--- src/rtl/mul_sequencer_if.sv ---
// Bus between the multiply sequencer, pipeline control and the shared ALU.
// slave  : the sequencer side (takes start/operands and the ALU result).
// master : the pipeline/ALU side.
interface mul_sequencer_if #(
  parameter int WIDTH = 64
);
  logic             start;
  logic [WIDTH-1:0] op_a;
  logic [WIDTH-1:0] op_b;
  logic             busy;
  logic             done;
  logic [WIDTH-1:0] result;
  logic             alu_sel;
  logic [WIDTH-1:0] alu_A;
  logic [WIDTH-1:0] alu_B;
  logic [4:0]       alu_FS;
  logic [WIDTH-1:0] alu_F;

  modport slave (
    input  start, op_a, op_b, alu_F,
    output busy, done, result, alu_sel, alu_A, alu_B, alu_FS
  );

  modport master (
    output start, op_a, op_b, alu_F,
    input  busy, done, result, alu_sel, alu_A, alu_B, alu_FS
  );
endinterface

--- src/rtl/mul_sequencer.sv ---
// Multi-cycle LEGv8 MUL controller: computes the low WIDTH bits of A*B by
// borrowing the shared ALU for one add cycle and one shift cycle per
// multiplier bit. While alu_sel is high the datapath mux must route
// alu_A/alu_B/alu_FS into the ALU; otherwise the ALU belongs to the pipeline.
// Optional feature macro: MUL_EARLY_EXIT_EN -- finish as soon as the
// remaining multiplier bits are all zero instead of always running WIDTH
// iterations.
module mul_sequencer #(
  parameter int WIDTH = 64,
  parameter int CNT_W = 7
) (
  input logic           clock,
  input logic           reset,
  mul_sequencer_if.slave bus
);

  typedef enum logic [1:0] {IDLE, ADD, SHIFT, DONE} state_t;

  localparam logic [4:0]       FS_ADD = 5'b01000;
  localparam logic [4:0]       FS_LSL = 5'b10000;
  localparam logic [CNT_W-1:0] LAST   = CNT_W'(WIDTH - 1);
`ifdef MUL_EARLY_EXIT_EN
  localparam logic             EARLY  = 1'b1;
`else
  localparam logic             EARLY  = 1'b0;
`endif

  state_t           state;
  logic [WIDTH-1:0] acc;
  logic [WIDTH-1:0] mcand;
  logic [WIDTH-1:0] mplier;
  logic [CNT_W-1:0] cnt;
  logic [WIDTH-1:0] result_r;
  logic             busy_r;
  logic             done_r;
  logic             sel_r;
  logic [WIDTH-1:0] alu_a;
  logic [WIDTH-1:0] alu_b;
  logic [4:0]       alu_fs;
  logic [WIDTH-1:0] mplier_shr;

  assign mplier_shr = mplier >> 1;

  // Sequencer FSM; busy/done/alu_sel are registered alongside the state so
  // they describe the state being entered. result is loaded on entry to DONE
  // so it is already valid while done is high.
  always_ff @(posedge clock or negedge reset) begin
    if (!reset) begin
      state    <= IDLE;
      acc      <= '0;
      mcand    <= '0;
      mplier   <= '0;
      cnt      <= '0;
      result_r <= '0;
      busy_r   <= 1'b0;
      done_r   <= 1'b0;
      sel_r    <= 1'b0;
    end else begin
      done_r <= 1'b0;
      case (state)
        IDLE: begin
          if (bus.start) begin
            acc    <= '0;
            mcand  <= bus.op_a;
            mplier <= bus.op_b;
            cnt    <= '0;
            busy_r <= 1'b1;
            // With early exit a zero multiplier never touches the ALU.
            sel_r  <= !EARLY || (bus.op_b != '0);
            state  <= ADD;
          end
        end
        ADD: begin
          if (EARLY && (mplier == '0)) begin
            result_r <= acc;
            done_r   <= 1'b1;
            sel_r    <= 1'b0;
            state    <= DONE;
          end else begin
            // Add cycle is always spent; the sum is kept only for a 1 bit.
            if (mplier[0]) acc <= bus.alu_F;
            sel_r <= 1'b1;
            state <= SHIFT;
          end
        end
        SHIFT: begin
          mcand  <= bus.alu_F;
          mplier <= mplier_shr;
          cnt    <= cnt + CNT_W'(1);
          if (cnt == LAST) begin
            result_r <= acc;
            done_r   <= 1'b1;
            sel_r    <= 1'b0;
            state    <= DONE;
          end else begin
            sel_r <= !EARLY || (mplier_shr != '0);
            state <= ADD;
          end
        end
        DONE: begin
          busy_r <= 1'b0;
          state  <= IDLE;
        end
        default: state <= IDLE;
      endcase
    end
  end

  // ALU operand/function drive, forced to zero whenever the ALU is released.
  always_comb begin
    alu_a  = '0;
    alu_b  = '0;
    alu_fs = '0;
    if (sel_r) begin
      case (state)
        ADD: begin
          alu_a  = acc;
          alu_b  = mcand;
          alu_fs = FS_ADD;
        end
        SHIFT: begin
          alu_a  = mcand;
          alu_b  = WIDTH'(1);
          alu_fs = FS_LSL;
        end
        default: ;
      endcase
    end
  end

  assign bus.busy    = busy_r;
  assign bus.done    = done_r;
  assign bus.result  = result_r;
  assign bus.alu_sel = sel_r;
  assign bus.alu_A   = alu_a;
  assign bus.alu_B   = alu_b;
  assign bus.alu_FS  = alu_fs;

endmodule

--- src/flat_wrapper.sv ---
// flat-port wrapper written by rule: the top's interface ports become plain ports
module mul_sequencer_flat 
#(
  parameter int WIDTH = 64,
  parameter int CNT_W = 7
)
  (clock, reset, bus_start, bus_op_a, bus_op_b, bus_alu_F, bus_busy, bus_done, bus_result, bus_alu_sel, bus_alu_A, bus_alu_B, bus_alu_FS);
  mul_sequencer_if #(.WIDTH(WIDTH)) bus_i ();
  input logic clock;
  input logic reset;
  input wire logic [$bits(bus_i.start)-1:0] bus_start;
  input wire logic [$bits(bus_i.op_a)-1:0] bus_op_a;
  input wire logic [$bits(bus_i.op_b)-1:0] bus_op_b;
  input wire logic [$bits(bus_i.alu_F)-1:0] bus_alu_F;
  output wire logic [$bits(bus_i.busy)-1:0] bus_busy;
  output wire logic [$bits(bus_i.done)-1:0] bus_done;
  output wire logic [$bits(bus_i.result)-1:0] bus_result;
  output wire logic [$bits(bus_i.alu_sel)-1:0] bus_alu_sel;
  output wire logic [$bits(bus_i.alu_A)-1:0] bus_alu_A;
  output wire logic [$bits(bus_i.alu_B)-1:0] bus_alu_B;
  output wire logic [$bits(bus_i.alu_FS)-1:0] bus_alu_FS;
  assign bus_i.start = bus_start;
  assign bus_i.op_a = bus_op_a;
  assign bus_i.op_b = bus_op_b;
  assign bus_i.alu_F = bus_alu_F;
  assign bus_busy = bus_i.busy;
  assign bus_done = bus_i.done;
  assign bus_result = bus_i.result;
  assign bus_alu_sel = bus_i.alu_sel;
  assign bus_alu_A = bus_i.alu_A;
  assign bus_alu_B = bus_i.alu_B;
  assign bus_alu_FS = bus_i.alu_FS;
  mul_sequencer #(.WIDTH(WIDTH), .CNT_W(CNT_W)) u_core (.clock(clock), .reset(reset), .bus(bus_i));
endmodule
--- config.mk ---
export PLATFORM = sky130hd
export DESIGN_NAME = mul_sequencer_flat
export DESIGN_NICKNAME = d
export VERILOG_FILES = /design/src/rtl/mul_sequencer_if.sv /design/src/rtl/mul_sequencer.sv /design/src/flat_wrapper.sv
export SDC_FILE = /design/constraint.sdc
export NUM_CORES = 1
export LEC_CHECK = 0
export BUFFER_PORTS_ARGS = -buffer_cell sky130_fd_sc_hd__buf_2
export CORE_MARGIN = 10
export CORE_UTILIZATION = 24
export CTS_BUF_LIST = sky130_fd_sc_hd__clkbuf_4 sky130_fd_sc_hd__clkbuf_8 sky130_fd_sc_hd__clkbuf_16
export CTS_CLUSTER_DIAMETER = 60
export DETAILED_ROUTE_END_ITERATION = 7
export PLACE_DENSITY = 0.42
export SYNTH_ARGS = -nofsm -noshare
export SYNTH_HDL_FRONTEND = slang
export SYNTH_SLANG_ARGS = --single-unit
--- constraint.sdc ---
create_clock -name clock -period 1.87 [get_ports clock]
set_input_delay 0.374 -clock clock [delete_from_list [all_inputs] [get_ports clock]]
set_output_delay 0.374 -clock clock [all_outputs]
set_load 0.1 [all_outputs]
==> parameters.txt <==
Parameter                              Value

Power and ir drop
  Sequential group share of total power    0.402
  Static leakage    roughly 11 nW
  Internal power component    between 10 and 15 mW
  Power density normalized to cell area    roughly 680 nW/µm²
  Net switching power figure    roughly 3.9 mW
  Clock share of power    0.494
  Worst IR Drop VDD    roughly 0.52 mV
  Sw Share    0.262
  Tot Pwr    roughly 15 mW
  Portion of total power attributed to combinational logic    0.104

Setup path
  Master of the slowest instance on the critical path    dfrtp_1
  CP required    approximately 1.5 ns
  Type of element capturing the critical path    output port
  CP cell instances    inv_2 -> buf_6 -> ha_4 -> and3_4 -> buf_12 -> buf_16 -> a22o_4 -> buf_12
  CP Launch Type    register
  Family with the most delay on the worst path    buffers and inverters
  Worst R2R Start    u_core.state[0]
  Class of the most critical setup path    reg2out
  Arrival time of the worst setup path    between 2 and 2.5 ns
  CP most frequent cell    buf_12
  WP buf/inv    5
  Crit-path max FO    7
  Worst setup path startpoint    u_core.state[1]
  Critical path's largest stage delay    approximately 0.35 ns

Logic synthesis
  Area share of the largest cell type after synthesis    0.531
  Dominant register cell in the synthesized netlist    dfrtp_1
  Number of cells produced by synthesis    1203
  Synth warnings    0
  Most common cell in the synthesized netlist    dfrtp_1
  Syn Std Cell Area    around 13000 µm²
  Leading area contributor after synthesis    dfrtp_1
  Number of distinct library cells after synthesis    37
  Most used standard cells in the synthesized netlist    dfrtp_1, nand2_1, o21ai_0
  Fraction of registers with async set/reset    1.00
  Avg Inst Size Synth    roughly 11 µm²
  EDFF count, synth    0
  Flip-flop and latch count after synthesis    between 200 and 300
  Biggest area contributors in the synthesized netlist    dfrtp_1, mux2i_1, o21ai_0, nand2_1, mux2_2
  Portion of the post-synthesis area used by sequential elements    0.531

Route
  Drt wl/cell    ~24 µm
  Total routed wirelength    a little under 60 mm
  Vias per cell    about 4.7
  DRC Markers    0
  1st-iter DRT viols    a little under 500
  Remaining antenna violation count after routing    0
  Number of optimization iterations in the first detailed-route pass    7
  Via count    11343

Floorplanning
  Initial core utilization    0.241
  Core area    around 52000 µm²
  Die outline area    approximately 62000 µm²
  Number of top-level pins    395
  Die Y    about 250 µm
  Die Width    between 200 and 250 µm
  Standard-cell row count    84

Placed design
  Total half-perimeter wirelength after legalization and detailed placement    between 30 and 40 mm
  Final weighted congestion of routability-driven global placement    0.778
  Post-place instance area    roughly 18000 µm²
  Post-placement worst setup slack    -0.206 ns
  Count of input and output buffers    approximately 390

CTS
  H-Tree Depth    2
  Number of clock buffers inserted by TritonCTS    40
  Clock latency on the worst-skew pair    between 0.5 and 0.6 ns
  Clock transition at the registers of the reported paths    around 0.06 ns
  Bufs on Longest Clock Path    3
  Num Clock Sinks    roughly 270
  Clock root cell    clkbuf_16
  Clock tree from TritonCTS    built

Timing
  Final Hold Violating Endpoints    0
  Final setup viols    about 320
  Final setup margin    -0.706 ns
  Final clock period utilization by the worst path    1.38
  Worst Clk Skew    approximately 0.021 ns
  Number of max-slew violations in the final report    0
  Timing-limited maximum frequency    about 390 MHz
  Setup repair after global routing missed its margin    yes
  Fin crit period    2.58 ns
  Max-slew headroom at the worst pin    0.566
  Least-Margin Pin Slew    ~0.65 ns

Global routing
  Total congestion overflow    0
  Pin count of the biggest net entering global routing    58
  First-pass GRT wire length    around 80 mm
  Overall fraction of global-route tracks in use    0.166
  Number of global-route vias before repair    around 12000
  Antenna violations before repair    8

Cells and area
  Filler instances    4948
  Area grow syn2layout    73.5%
  Area occupied by multi-input gates    6370 µm²
  Sequential cell area    6710 µm²
  Cell area after layout    between 20000 and 25000 µm²
  Layout net count    approximately 1900
  Fraction of layout instances using a drive strength above 1    0.500
  Util after Layout    0.419

Hold path
  Startpoint of the lowest-slack hold path    bus_alu_F[25]
  Worst hold-check path type    in2reg

Run status
  Violated checks    setup timing
  Outcome    complete, but fails checks

Flow run
  Max capacitance violation total    0
-- through the flow --
stage,hold WS [ns],setup TNS [ns],std cells
4_1_cts,0.0414,-115.37,2359
6_report,0.0768,-108.91,2404
3_5_place_dp,0.344,-25.11,2242
2_1_floorplan,0.0784,-29.07,1205
3_3_place_gp,0.357,-25.47,2242
5_1_grt,0.0602,-141.55,2404
-- cell usage in the layout, fill, tap and decap left out, types with 2 or more instances in the layout --
| cell type | instances |
|---|---|
| nand4_1 | 64 |
| clkinv_2 | 3 |
| buf_2 | 259 |
| nand3_1 | 3 |
| or3_1 | 2 |
| inv_6 | 7 |
| o21ai_0 | 131 |
| o21ai_1 | 39 |
| nor2_1 | 4 |
| clkinv_4 | 2 |
| buf_12 | 177 |
| mux2i_1 | 127 |
| a21oi_1 | 5 |
| inv_2 | 2 |
| buf_6 | 15 |
| conb_1 | 3 |
| mux2_2 | 64 |
| buf_4 | 38 |
| a22o_4 | 63 |
| bufbuf_16 | 2 |
| clkbuf_4 | 13 |
| and3_4 | 2 |
| and2_4 | 65 |
| diode_2 | 5 |
| ha_4 | 4 |
| mux2i_4 | 2 |
| ha_1 | 2 |
| dfrtp_1 | 266 |
| buf_8 | 9 |
| clkbuf_16 | 66 |
| nand2_1 | 196 |
| buf_16 | 20 |
| clkbuf_8 | 5 |
| o21ai_2 | 26 |
-- per-layer routing --
layer | vias to the layer above | share of wire | track usage
met1 | 5671 | 0.43 | 0.203
met5 | - | 0.00036 | 0
met4 | 4 | 0.019 | 0.0462
li1 | 5261 | - | -
met3 | 85 | 0.058 | 0.0410
met2 | 322 | 0.49 | 0.284
-- worst reg2reg max path, stage by stage, from the launching register on --
cell and delay [ns]:
dfrtp_1 0.39, inv_2 0.09, buf_4 0.13, buf_4 0.12, ha_4 0.13, buf_6 0.11
nor4b_4 0.20, buf_6 0.16, buf_12 0.16, buf_12 0.12, buf_12 0.12, mux2_2 0.33
-- repair_timing --
item | CTS | global route
pin swaps | 35 | 20
cloned | 19 | 34
gates resized for setup | 88 | 129
hold buffers | 1 | 0
endpoints found under the hold margin | 38 | 0
endpoints found under the setup margin | 196 | 391
setup buffers | 27 | 12
-- registers in the layout (all words and copies together) (netlist names) --
signal and cells:
u_core.cnt 7, u_core.state 2, u_core.mcand 64, u_core.bus.alu_sel 1
u_core.bus.busy 1, u_core.acc 64, u_core.bus.result 64, u_core.bus.done 1
u_core.mplier 64
-- logic make-up (layout without fill, tap and decap cells) --
kind of cell,count (synthesis),after routing,share of synthesized area
AOI/OAI and AO/OA,275,275,0.130
and+or+nand+nor,346,346,0.132
buffers and inverters,114,620,0.0416
adders and majority gates,6,6,0.00594
muxes,193,193,0.159
other,1,8,0.000297
DFF,268,268,0.531
-- power by group through the flow --
stage / Clock (mW) / Sequential, mW / Combinational (mW)
6_report: 7.33 / 5.96 / 1.54
5_1_grt: 7.76 / 5.97 / 1.62
4_1_cts: 7.52 / 5.96 / 1.56
3_5_place_dp: 0 / 6.05 / 1.52
3_3_place_gp: 0 / 6.05 / 1.52
2_1_floorplan: 0 / 6.02 / 0.748
-- final cells by class --
type | count | share of cell area
clock buffers | 59 | 0.0544
clock inverters | 12 | 0.00428
flip-flops and latches | 268 | 0.306
well taps | 688 | 0.0392
multi-input cells | 823 | 0.291
repair buffers | 546 | 0.305
inverters | 3 | 0.000513
diodes | 5 | 0.000570
-- path summary, 6_finish.rpt --
check	to	slack [ns]	cells past startpoint
setup / recovery	bus_alu_A[19]	-0.71	8
hold / removal	u_core.acc[25]	0.08	3
setup reg to reg	u_core.bus.result[49]	-0.30	11
hold reg to reg	u_core.mplier[54]	0.48	2
max in group asynchronous	u_core.mcand[43]	0.82	3
min in group asynchronous	u_core.mplier[52]	0.34	2
Note: power is estimated with default switching activity, not from simulation.
